<file path="config.mk">
export PLATFORM = sky130hd
export DESIGN_NAME = tx_pkt_gate
export DESIGN_NICKNAME = d
export VERILOG_FILES = /design/src/rtl/tx_pkt_gate.sv
export SDC_FILE = /design/constraint.sdc
export NUM_CORES = 1
export LEC_CHECK = 0
export ABC_AREA = 1
export CAP_MARGIN = 25
export CORE_ASPECT_RATIO = 1.4
export CORE_MARGIN = 2
export CORE_UTILIZATION = 45
export CTS_BUF_LIST = sky130_fd_sc_hd__clkbuf_16
export CTS_CLUSTER_DIAMETER = 120
export CTS_CLUSTER_SIZE = 10
export DETAILED_ROUTE_END_ITERATION = 10
export PLACE_DENSITY_LB_ADDON = 0.12
export SLEW_MARGIN = 20
export SYNTH_ARGS = -nofsm -noshare
export SYNTH_HDL_FRONTEND = slang
export SYNTH_SLANG_ARGS = --single-unit
</file>
<file path="constraint.sdc">
create_clock -name clk -period 1.9 [get_ports clk]
set_clock_uncertainty 0.15 [all_clocks]
set_input_delay 0.19 -clock clk [delete_from_list [all_inputs] [get_ports clk]]
set_output_delay 0.19 -clock clk [all_outputs]
set_load 0.02 [all_outputs]
</file>
<file path="src/rtl/tx_pkt_gate.sv">
// Packet gate between the FIFO_I read port and the radio transmit path.
// Validates the length header, waits for the full body to be resident, then streams header and body words.
module tx_pkt_gate #(
    parameter int LEN_MAX      = 255,
    parameter int GAP_CYCLES   = 64,
    parameter int HINT_TIMEOUT = 1024
) (
    input  logic        clk,
    input  logic        reset,
    input  logic        fifo_empty,
    input  logic [17:0] fifo_count,
    output logic        fifo_read,
    input  logic        fifo_hint,
    input  logic [15:0] fifo_data,
    output logic [15:0] pkt_word,
    output logic        pkt_valid,
    input  logic        pkt_ready,
    output logic        pkt_first,
    output logic        pkt_last,
    output logic        pkt_err,
    output logic [15:0] pkt_sent,
    output logic        busy
);

    localparam logic [2:0] S_IDLE      = 3'd0;
    localparam logic [2:0] S_HDR_RD    = 3'd1;
    localparam logic [2:0] S_HDR_OUT   = 3'd2;
    localparam logic [2:0] S_BODY_WAIT = 3'd3;
    localparam logic [2:0] S_BODY_RD   = 3'd4;
    localparam logic [2:0] S_BODY_OUT  = 3'd5;
    localparam logic [2:0] S_GAP       = 3'd6;

    localparam int TW = (HINT_TIMEOUT > 1) ? $clog2(HINT_TIMEOUT) : 1;
    localparam int GW = (GAP_CYCLES > 1) ? $clog2(GAP_CYCLES) : 1;
    localparam logic [TW-1:0] TMR_LAST = TW'(HINT_TIMEOUT - 1);
    localparam logic [GW-1:0] GAP_LAST = GW'(GAP_CYCLES - 1);
    localparam logic [7:0]    LEN_LIM  = 8'(LEN_MAX);

    logic [2:0]    state;
    logic [7:0]    nwords;
    logic [7:0]    remaining;
    logic [TW-1:0] tmr;
    logic [GW-1:0] gap_cnt;
    logic          hint_ok;
    logic          timeout;
    logic          hdr_bad;
    logic [8:0]    len_p1;

    // A grant coincident with our own read request belongs to no request of ours.
    assign hint_ok = fifo_hint && !fifo_read;
    assign timeout = (tmr == TMR_LAST);
    assign hdr_bad = (fifo_data[7:0] == 8'd0) || (fifo_data[7:0] > LEN_LIM);
    assign len_p1  = {1'b0, fifo_data[7:0]} + 9'd1;
    assign busy    = (state != S_IDLE);

    always_ff @(posedge clk) begin
        if (reset) begin
            state     <= S_IDLE;
            fifo_read <= 1'b0;
            pkt_valid <= 1'b0;
            pkt_first <= 1'b0;
            pkt_last  <= 1'b0;
            pkt_err   <= 1'b0;
            pkt_word  <= 16'd0;
            pkt_sent  <= 16'd0;
            nwords    <= 8'd0;
            remaining <= 8'd0;
            tmr       <= '0;
            gap_cnt   <= '0;
        end else begin
            fifo_read <= 1'b0;
            pkt_err   <= 1'b0;
            case (state)
                S_IDLE: begin
                    if (!fifo_empty) begin
                        fifo_read <= 1'b1;
                        tmr       <= '0;
                        state     <= S_HDR_RD;
                    end
                end
                S_HDR_RD: begin
                    if (hint_ok) begin
                        if (hdr_bad) begin
                            pkt_err <= 1'b1;
                            gap_cnt <= '0;
                            state   <= S_GAP;
                        end else begin
                            pkt_word  <= fifo_data;
                            nwords    <= len_p1[8:1];
                            pkt_valid <= 1'b1;
                            pkt_first <= 1'b1;
                            state     <= S_HDR_OUT;
                        end
                    end else if (timeout) begin
                        pkt_err <= 1'b1;
                        gap_cnt <= '0;
                        state   <= S_GAP;
                    end else begin
                        tmr <= tmr + TW'(1);
                    end
                end
                S_HDR_OUT: begin
                    if (pkt_ready) begin
                        pkt_valid <= 1'b0;
                        pkt_first <= 1'b0;
                        state     <= S_BODY_WAIT;
                    end
                end
                S_BODY_WAIT: begin
                    if (fifo_count >= {10'd0, nwords}) begin
                        fifo_read <= 1'b1;
                        remaining <= nwords;
                        tmr       <= '0;
                        state     <= S_BODY_RD;
                    end
                end
                S_BODY_RD: begin
                    if (hint_ok) begin
                        pkt_word  <= fifo_data;
                        remaining <= remaining - 8'd1;
                        pkt_valid <= 1'b1;
                        pkt_last  <= (remaining == 8'd1);
                        state     <= S_BODY_OUT;
                    end else if (timeout) begin
                        pkt_err <= 1'b1;
                        gap_cnt <= '0;
                        state   <= S_GAP;
                    end else begin
                        tmr <= tmr + TW'(1);
                    end
                end
                S_BODY_OUT: begin
                    if (pkt_ready) begin
                        pkt_valid <= 1'b0;
                        pkt_last  <= 1'b0;
                        if (remaining == 8'd0) begin
                            pkt_sent <= pkt_sent + 16'd1;
                            gap_cnt  <= '0;
                            state    <= S_GAP;
                        end else begin
                            fifo_read <= 1'b1;
                            tmr       <= '0;
                            state     <= S_BODY_RD;
                        end
                    end
                end
                S_GAP: begin
                    if (gap_cnt == GAP_LAST) begin
                        state <= S_IDLE;
                    end else begin
                        gap_cnt <= gap_cnt + GW'(1);
                    end
                end
                default: state <= S_IDLE;
            endcase
        end
    end

endmodule

</file>
=== Yosys cells after proc, flatten, opt, wreduce, memory -nomap -nowiden ===
Index checks and enable logic that the tools add are counted.

* Output and inout bits: 38
* Input port bits: 39
* Word-level logic and storage cells: 122
* Register bits: 72

* Equality and inequality tests: 25
* Bitwise operators: 1
* $add $sub $neg: 5
* Mux-type cells: 51
* Magnitude comparators: 2
* Reduce and logical (&&, ||, !) cells: 26

{| class="wikitable"
|+ Operators by type and width
! kind !! number
|-
| 2-to-1 mux 10 bit || 6
|-
| 2-to-1 mux 16 bit || 3
|-
| 2-to-1 mux 6 bit || 7
|-
| case mux 10 bit (4 select lines) || 1
|-
| case mux 16 bit (2 select lines) || 1
|-
| inequality test 2 bit (second input constant) || 14
|-
| 2-to-1 mux 3 bit || 9
|-
| case mux 6 bit (4 select lines) || 1
|-
| case mux 3 bit (7 select lines) || 1
|-
| greater-or-equal comparator 18 x 8 -> 1 bit || 1
|-
| adder 16 x 1 -> 16 bit (second input constant) || 1
|-
| zero test 8 bit || 2
|-
| 2-to-1 mux 8 bit || 2
|-
| case mux 8 bit (2 select lines) || 1
|-
| 2-to-1 mux 1 bit || 13
|-
| AND reduction 3 bit || 4
|-
| adder 10 x 1 -> 10 bit (second input constant) || 1
|-
| equality test 10 bit (second input constant) || 1
|-
| AND reduction 5 bit || 2
|-
| adder 8 x 1 -> 9 bit (second input constant) || 1
|-
| equality test 3 bit (second input constant) || 3
|-
| equality test 8 x 1 -> 1 bit (second input constant) || 1
|-
| greater-than comparator 8 bit (second input constant) || 1
|-
| AND reduction 4 bit || 2
|-
| other kinds (21) || 31
|}

=== Depth between registers and ports, before layout ===
Gate-level depths: netlist (run 1).

* Depth in word-level cells: 5
* Mapped depth: 14

=== Worst setup path before layout (run 1) ===
Ideal clock, no wire load.

* Path type: flip-flop to flip-flop
* Start: reg pkt_sent[0]
* End: reg pkt_sent[12]
* Required time: 1.631 ns
* Slack: 0.141 ns
* Arrival: 1.490 ns
* Cell stages (with the launch flop): 9
* Cell sequence: dfxtp_1 > ha_1 > inv_1 > nor3_1 > nand3_1 > nor2_4 > nand2_1 > o21ai_0 > a21oi_1

* Cells in the longest elaborated chain, start to end: 1

{| class="wikitable"
|+ RTL lines
! what !! RTL line !! RTL
|-
| from (decl) || 21 || <nowiki>output logic [15:0] pkt_sent,</nowiki>
|-
| from (signal assigned) || 137 || <nowiki>pkt_sent <= pkt_sent + 16'd1;</nowiki>
|-
| adder 16 x 1 -> 16 bit || 137 ||
|}

No other way between the ends.
A chain may end at the register's enable or synchronous reset.

=== Final worst setup path (run 1) ===
* Start: reg nwords[7]
* End: reg state[2]

* Cells in the longest elaborated chain, start to end: 3

{| class="wikitable"
|+ RTL lines
! what !! RTL line !! RTL
|-
| from (decl) || 40 || <nowiki>logic [7:0] nwords;</nowiki>
|-
| from (signal assigned) || 89 || <nowiki>nwords <= len_p1[8:1];</nowiki>
|-
| greater-or-equal comparator 18 x 8 -> 1 bit || 110 || <nowiki>if (fifo_count >= {10'd0, nwords}) begin</nowiki>
|-
| inequality test 2 bit (no line) || - ||
|-
| AND reduction 5 bit (no line) || - ||
|-
| to (signal assigned) || 106 || <nowiki>state <= S_BODY_WAIT;</nowiki>
|-
| to (signal assigned) || 114 || <nowiki>state <= S_BODY_RD;</nowiki>
|-
| to (signal assigned) || 123 || <nowiki>state <= S_BODY_OUT;</nowiki>
|-
| to (decl) || 39 || <nowiki>logic [2:0] state;</nowiki>
|}

No other way between the ends.

==> metrics.md, run 1 <==
| Metric | Value |
|---|---|
| Setup ws final | 0.005410 ns |
| XOR/XNOR Fraction of Synth Area | 3.513% |
| Antenna Nets Post-Route | 0 |
| Max Slew Vio Count | 0 |
| Number of port buffers | 76 |
| Register bit total from synthesis | 72 |
| Post-Route WL | 12.16 mm |
| Final Setup Violations | 0 |
| Status | completed |
| Compound-Gate Fraction of Synth Area | 14.35% |
| GRT Overall Usage | 23.37% |
| Routed WL per cell | 13.91 µm |
| Crit-path most repeated cell | inv_1 |
| Initial antenna violation count | 0 |
| Yosys cell types | 37 |
| I/O pin count | 77 |
| WS Path Type | flip-flop to flip-flop |
| Max stage delay on crit path | 0.33 ns |
| Vias in the first global route | 4351 |
| Slew margin rel. | 73.08% |
| Hold Worst Slack | 0.2905 ns |
| Yosys warnings | 0 |
| Placement Rows | 41 |
| Largest net degree at the start of global routing | 40 |
| CP cell instances | inv_1 > ha_1 > nor3_1 > nand3_1 > nor2_4 > nand3_4 > buf_6 > nand4_1 > nand2_1 > inv_1 > nor2_1 |
| Area leader, netlist | dfxtp_1 |
| Most used DFF post-synth | dfxtp_1 |
| First-pass GRT wire length | 19.35 mm |
| Sequential cell area | 1458 µm² |
| Dpl hpwl | 8.679 mm |
| Die span in x | 86.02 µm |
| Multi-input combinational cell area | 2619 µm² |
| Simple-gate share of the synthesized area | 34.28% |
| Combinational fraction of design power | 49.1% |
| GR Overflow Total | 0 |
| Ys async rst share | 0% |
| Die ar. | 10220 µm² |
| Synth Instances | 631 |
| Iter 0 DRT Violations | 221 |
| Least-Margin Pin Slew | 0.4038 ns |
| Register area share after synthesis | 34.01% |
| Hold Path Class | input pin to flip-flop |
| Pleak | 2.496 nW |
| Syn nets | 685 |
| ANT cells | 0 |
| Most common cell after layout, fill and taps aside | nand2_1 |
| Peak fanout along the critical path | 8 |
| Leading post-synthesis cells by cell area | dfxtp_1, nand2_1, nor2_1 |
| Max cap viols | 0 |
| Max VDD drop | 0.001038 V |
| CP Launch Type | flip-flop |
| Clock Power Share | 23.8% |
| Fillers | 772 |
| Design Power | 7.546 mW |
| Largest family of logic cells by synthesized area | simple AND/OR/NAND/NOR gates |
| DRC | 0 |
| Tcrit/Tclk final | 99.72% |
| Worst Path Arrival | 1.98 ns |
| Post-layout util | 67.01% |
| Final Net Count | 816 |
| Top-area cell type share of the netlist area | 34.01% |
| Final min period | 1.895 ns |
| Mux share of post-synthesis cell area | 0% |
| CTS tree | built |
| Fin. Hold Viols | 0 |
| Adder-Cell Fraction of Synth Area | 4.429% |
| P per Cell Area | 1240 nW/µm² |
| Worst slack, placed | -0.3064 ns |
| Area grow syn2layout | 43.58% |
| CORE AREA | 9080 µm² |
| H-tree levels | 3 |
| Share of cells above drive strength 1 | 21.25% |
| Vias per cell | 5.152 |
| Drt pass-1 iters | 4 |
| Most frequent cells in the layout | nand2_1, nor2_1, clkdlybuf4s50_1, dfxtp_1, inv_1 |
| P_int | 4.497 mW |
| Reg power frac | 27.1% |
| Fmax | 527.8 MHz |
| CTS sink cnt | 72 |
| RSZ-0062 raised after global routing | yes |
| Clock transition at the registers of the reported paths | 0.06 ns |
| CTS Root Buffer Type | clkbuf_16 |
| Switching Share | 40.40% |
| GPL Wtd Cong | 0.9098 |
| Net Sw Power | 3.048 mW |
| Slowest CP cell | dfxtp_2 |
| Worst EP required | 1.99 ns |
| Initial core utilization | 46.67% |
| Mapped Area | 4238 µm² |
| Endpoint class of the critical path | flip-flop |
| Number of synthesized flops with an enable pin | 0 |
| Clk Latency, worst-skew pair | 0.34 ns |
| Total number of vias | 4503 |
| Syn_area_per_cell | 6.716 µm² |
| CTS Buffer Depth | 2 |
| Die Ht | 118.8 µm |
| CTS Buf Count | 9 |
| Sum Neg Setup Slack | 0 ns |
==> final timing paths <==
check / start / slack (ns) / end / cells past startpoint
worst max-delay path: nwords[7] / 0.005 / state[2] / 11
worst min register to register: nwords[3] / 0.33 / nwords[3] / 2
worst max register to register: nwords[7] / 0.005 / state[2] / 11
worst min-delay path: fifo_data[10] / 0.29 / pkt_word[10] / 3
==> worst max-delay path, delay by kind of cell, from the launching register on <==
family / cells / cell delay, ns
and+or+nand+nor: 7 / 0.84
DFF: 1 / 0.33
adders and majority gates: 1 / 0.18
buffers and inverters: 3 / 0.30
==> layout make-up <==
cell class / instances / area share, %
timing repair buffer: 137 / 20.81
tap: 107 / 2.200
sequential: 72 / 23.96
multi-input combinational: 467 / 43.04
inverter: 75 / 4.853
clock inverter: 7 / 1.439
clock buffer: 9 / 3.701
==> registers in the layout, indices dropped and copies added, names as in the netlist, 3 cells and up <==
register / cells
pkt_sent: 16
pkt_word: 16
tmr: 10
nwords: 8
remaining: 8
gap_cnt: 6
state: 3
==> through the flow <==
stage / area (µm²) / cells
final: 6085 / 874
after detailed placement: 5450 / 849
after floorplan: 4238 / 631
after CTS: 5772 / 865
after global placement: 5450 / 849
after global routing: 6085 / 874
==> cell families after synthesis <==
family | count (synthesis)
flip-flops | 72
buffers and inverters | 94
adder cells (fa/ha/maj) | 15
AND/OR/NAND/NOR | 318
AO/OA/AOI/OAI | 115
XOR/XNOR | 17
==> cells in the mapped netlist (3+ instances only) <==
master	n
nand2_1	131
a21oi_1	51
nand2_4	3
o21ai_0	48
xor2_1	14
a31oi_1	3
nand3_2	5
nor2_1	92
inv_2	11
xnor2_1	3
nor2_4	5
inv_1	61
buf_6	3
a211oi_1	3
nand4_1	22
nor3_1	10
clkbuf_1	8
nand2_2	4
dfxtp_1	72
nor3b_1	4
nor2_2	3
ha_1	15
nand3_1	36
buf_4	4
buf_2	3
==> power groups by stage <==
stage / registers [mW] / clock network, mW / logic (mW)
2_1_floorplan: 2.19 / 0 / 1.88
3_3_place_gp: 2.03 / 0 / 3.21
3_5_place_dp: 2.04 / 0 / 3.27
4_1_cts: 2.01 / 1.83 / 3.29
5_1_grt: 2.08 / 1.89 / 4.06
6_report: 2.05 / 1.79 / 3.71
==> repair_timing <==
item / in CTS / in global routing
buffers inserted: 0 / 5
cloned: 0 / 4
pin swaps: 0 / 26
setup endpoints to repair: 12 / 42
hold buffers: 0 / 0
resized for setup: 4 / 75
==> metal layers <==
metal  global-route usage [%]  wire length (µm)  up-vias  share of wire [%]
li1                         -                 -     2340                  -
met1                    24.58              4802     2036                 39
met2                    42.64              6461      103                 53
met3                    6.029               590       24                4.9
met4                    10.32               304        0                2.5
met5                        0                 0        -                  0
(Power assumes the default switching activity.)
==> run 2: changes to the inputs <==
--- a/config.mk
+++ b/config.mk
@@ -8,7 +8,6 @@
 export ABC_AREA = 1
 export CAP_MARGIN = 25
 export CORE_ASPECT_RATIO = 1.4
-export CORE_MARGIN = 2
 export CORE_UTILIZATION = 45
 export CTS_BUF_LIST = sky130_fd_sc_hd__clkbuf_16
 export CTS_CLUSTER_DIAMETER = 120
==> metrics.md, run 2 (synthesized netlist as in run 1, its figures left out) <==
| Metric | Value |
|---|---|
| Status | finished with violations |
| Failing checks | DRC |
| Area grow syn2layout | 39.30% |
| First-pass GRT wire length | 19.31 mm (-0.21%) |
| CTS Buffer Depth | 2 (unchanged) |
| Post-Route WL | 12.21 mm (+0.46%) |
| RSZ-0062 raised after global routing | yes |
| Final Net Count | 805 (-1.3%) |
| CORE AREA | 9080 µm² (unchanged) |
| Final min period | 1.856 ns (-0.03843 ns) |
| Dpl hpwl | 8.762 mm (+0.95%) |
| Hold Crit Depth | 3 (unchanged) |
| Hold path start | fifo_data[11] |
| Start point of the critical path | fifo_count[5] |
| Max cap viols | 0 (unchanged) |
| Least-Margin Pin Slew | 0.4284 ns (+0.02459 ns) |
| Routed WL per cell | 14.15 µm (+1.7%) |
| Tcrit/Tclk final | 97.69% (-2.0 points) |
| Endpoint class of the critical path | flip-flop |
| Most common cell after layout, fill and taps aside | nand2_1 |
| Hold endpoint | pkt_word[11] |
| P per Cell Area | 1185 nW/µm² (-4.4%) |
| WS Path Type | input pin to flip-flop |
| Wire length on met2 | 6.390 mm (-1.1%) |
| Worst Path Arrival | 1.97 ns (about the same) |
| Antenna Nets Post-Route | 0 (unchanged) |
| Clk Latency, worst-skew pair | 0.34 ns (about the same) |
| Top Metal Used | met4 |
| Initial core utilization | 46.67% (unchanged) |
| Largest regs | pkt_sent: 16 flops, pkt_word: 16 flops, tmr: 10 flops |
| Largest net degree at the start of global routing | 40 (unchanged) |
| Total number of vias | 4577 (+1.6%) |
| Critical path's top delay family | buffers and inverters |
| Final Setup Violations | 0 (unchanged) |
| Crit-path most repeated cell | nand2_1 |
| Slowest CP cell | clkdlybuf4s50_1 |
| Most frequent cells in the layout | nand2_1, nor2_1, clkdlybuf4s50_1, dfxtp_1, inv_1 |
| GRT Overall Usage | 24.85% (+1.5 points) |
| RR Endpoint | remaining[7] |
| Setup ws final | 0.04383 ns (+0.03843 ns) |
| Share of cells above drive strength 1 | 19.05% (-2.2 points) |
| FF-to-FF Start | nwords[5] |
| Iter 0 DRT Violations | 203 (-8.1%) |
| CTS sink cnt | 72 (unchanged) |
| Fin. Hold Viols | 0 (unchanged) |
| ANT cells | 0 (unchanged) |
| Met3 Routed Length | 695 µm (+18%) |
| CTS Root Buffer Type | clkbuf_16 |
| Max stage delay on crit path | 0.54 ns (+0.21 ns) |
| Vias per cell | 5.304 (+2.9%) |
| CP cell instances | clkdlybuf4s50_1 > ha_4 > nand2_1 > inv_1 > a21oi_2 > nand2_1 > nand2_2 > nand3_4 > nand2_4 > buf_6 > o21ai_2 > nor2_1 |
| Number of port buffers | 76 (unchanged) |
| H-tree levels | 3 (unchanged) |
| DRC | 4 (+4) |
| CP Launch Type | input pin |
| Vias in the first global route | 4380 (+0.67%) |
| CTS tree | built |
| Reg2Reg Depth | 12 (+1) |
| GPL Wtd Cong | 0.8836 (-2.9%) |
| CTS Buf Count | 9 (unchanged) |
| Peak fanout along the critical path | 6 (-2) |
| Die Ht | 116.8 µm (-1.7%) |
| R2r setup slk | 0.07 ns (+0.06 ns) |
| Max VDD drop | 0.0008726 V (-16%) |
| Clock transition at the registers of the reported paths | 0.06 ns (about the same) |
| Fmax | 538.7 MHz (+2.1%) |
| Hold Worst Slack | 0.2887 ns (-0.001770 ns) |
| Die span in x | 84.02 µm (-2.3%) |
| GR Overflow Total | 0 (unchanged) |
| Placement Rows | 41 (unchanged) |
| Met1 wire length | 4.686 mm (-2.4%) |
| Hold Path Class | input pin to flip-flop |
| WP buf/inv | 3 (unchanged) |
| Initial antenna violation count | 0 (unchanged) |
| Die ar. | 9815 µm² (-4.0%) |
| Max Slew Vio Count | 0 (unchanged) |
| Slew margin rel. | 71.44% (-1.6 points) |
| Worst EP required | 2.02 ns (+0.03 ns) |
| Worst slack, placed | -0.3248 ns (-0.01841 ns) |
| Pleak | 2.417 nW (-3.1%) |
| I/O pin count | 77 (unchanged) |
| Drt pass-1 iters | 8 (+4) |
==> run 2: cell types whose count changed in the layout (fill, tap and decap cells not counted), sizes merged <==
cell	delta
buf	-9
clkinv	+4
bufinv	-2
clkinvlp	-1
inv	-1
nand2	-1
nand3	-1
==> run 2: repair_timing <==
item,CTS,global route
buffers inserted,0,5
hold endpoints to repair,0,0
cloned,0,1
hold buffers,0,0
gates resized for setup,9,55
pin swaps,0,17
setup endpoints to repair,21,39
==> run 2: worst max path at each step <==
stage                               to  slack [ns]  cells past startpoint
after global routing          state[1]       -0.05                     10
after CTS                       tmr[0]       0.004                      9
after detailed placement  remaining[1]       -0.32                     12
after floorplan           pkt_sent[12]        0.14                      8
after global placement    remaining[0]       -0.25                     15
final                     remaining[7]        0.04                     12
==> run 2: metal layers <==
layer | track usage, % | vias to the layer above
li1 | - | 2309
met1 | 25.35 | 2076
met2 | 46.83 | 153
met3 | 4.769 | 39
met4 | 15.86 | 0
met5 | 0 | -
==> run 2: through the flow <==
step	utilization, %	power, mW	TNS [ns]	instance area [µm²]	instances
3_3_place_gp	59.23	5.110	-5.915	5378	841
5_1_grt	65.01	7.464	-0.5939	5903	863
6_report	65.01	6.996	0	5903	863
4_1_cts	62.55	6.756	0	5679	857
3_5_place_dp	59.23	5.165	-8.953	5378	841
2_1_floorplan	-	4.065	0	4238	631
==> run 2: power breakdown <==
| group | internal [mW] | switching, mW |
|---|---|---|
| Combinational | 1.34 | 2.07 |
| Sequential | 1.81 | 0.245 |
| Clock | 0.871 | 0.664 |
==> run 2: cell type report <==
cell class                 instances  area [µm²]
fill                             815        3177
multi-input combinational        465        2579
sequential                        72        1450
timing repair buffer             128        1186
inverter                          75       289.0
clock buffer                       9       225.2
tap                              107       133.9
clock inverter                     7       40.04
==> run 2: worst register-to-register path, stage by stage (launching register included) <==
cell	delay (ns)
dfxtp_1	0.32
inv_2	0.06
ha_4	0.26
nand2_1	0.06
nor2_1	0.09
nand2_1	0.06
nand2_1	0.08
nand2_2	0.09
nand3_4	0.16
nand2_4	0.10
buf_6	0.14
o21ai_2	0.10
nor2_1	0.06
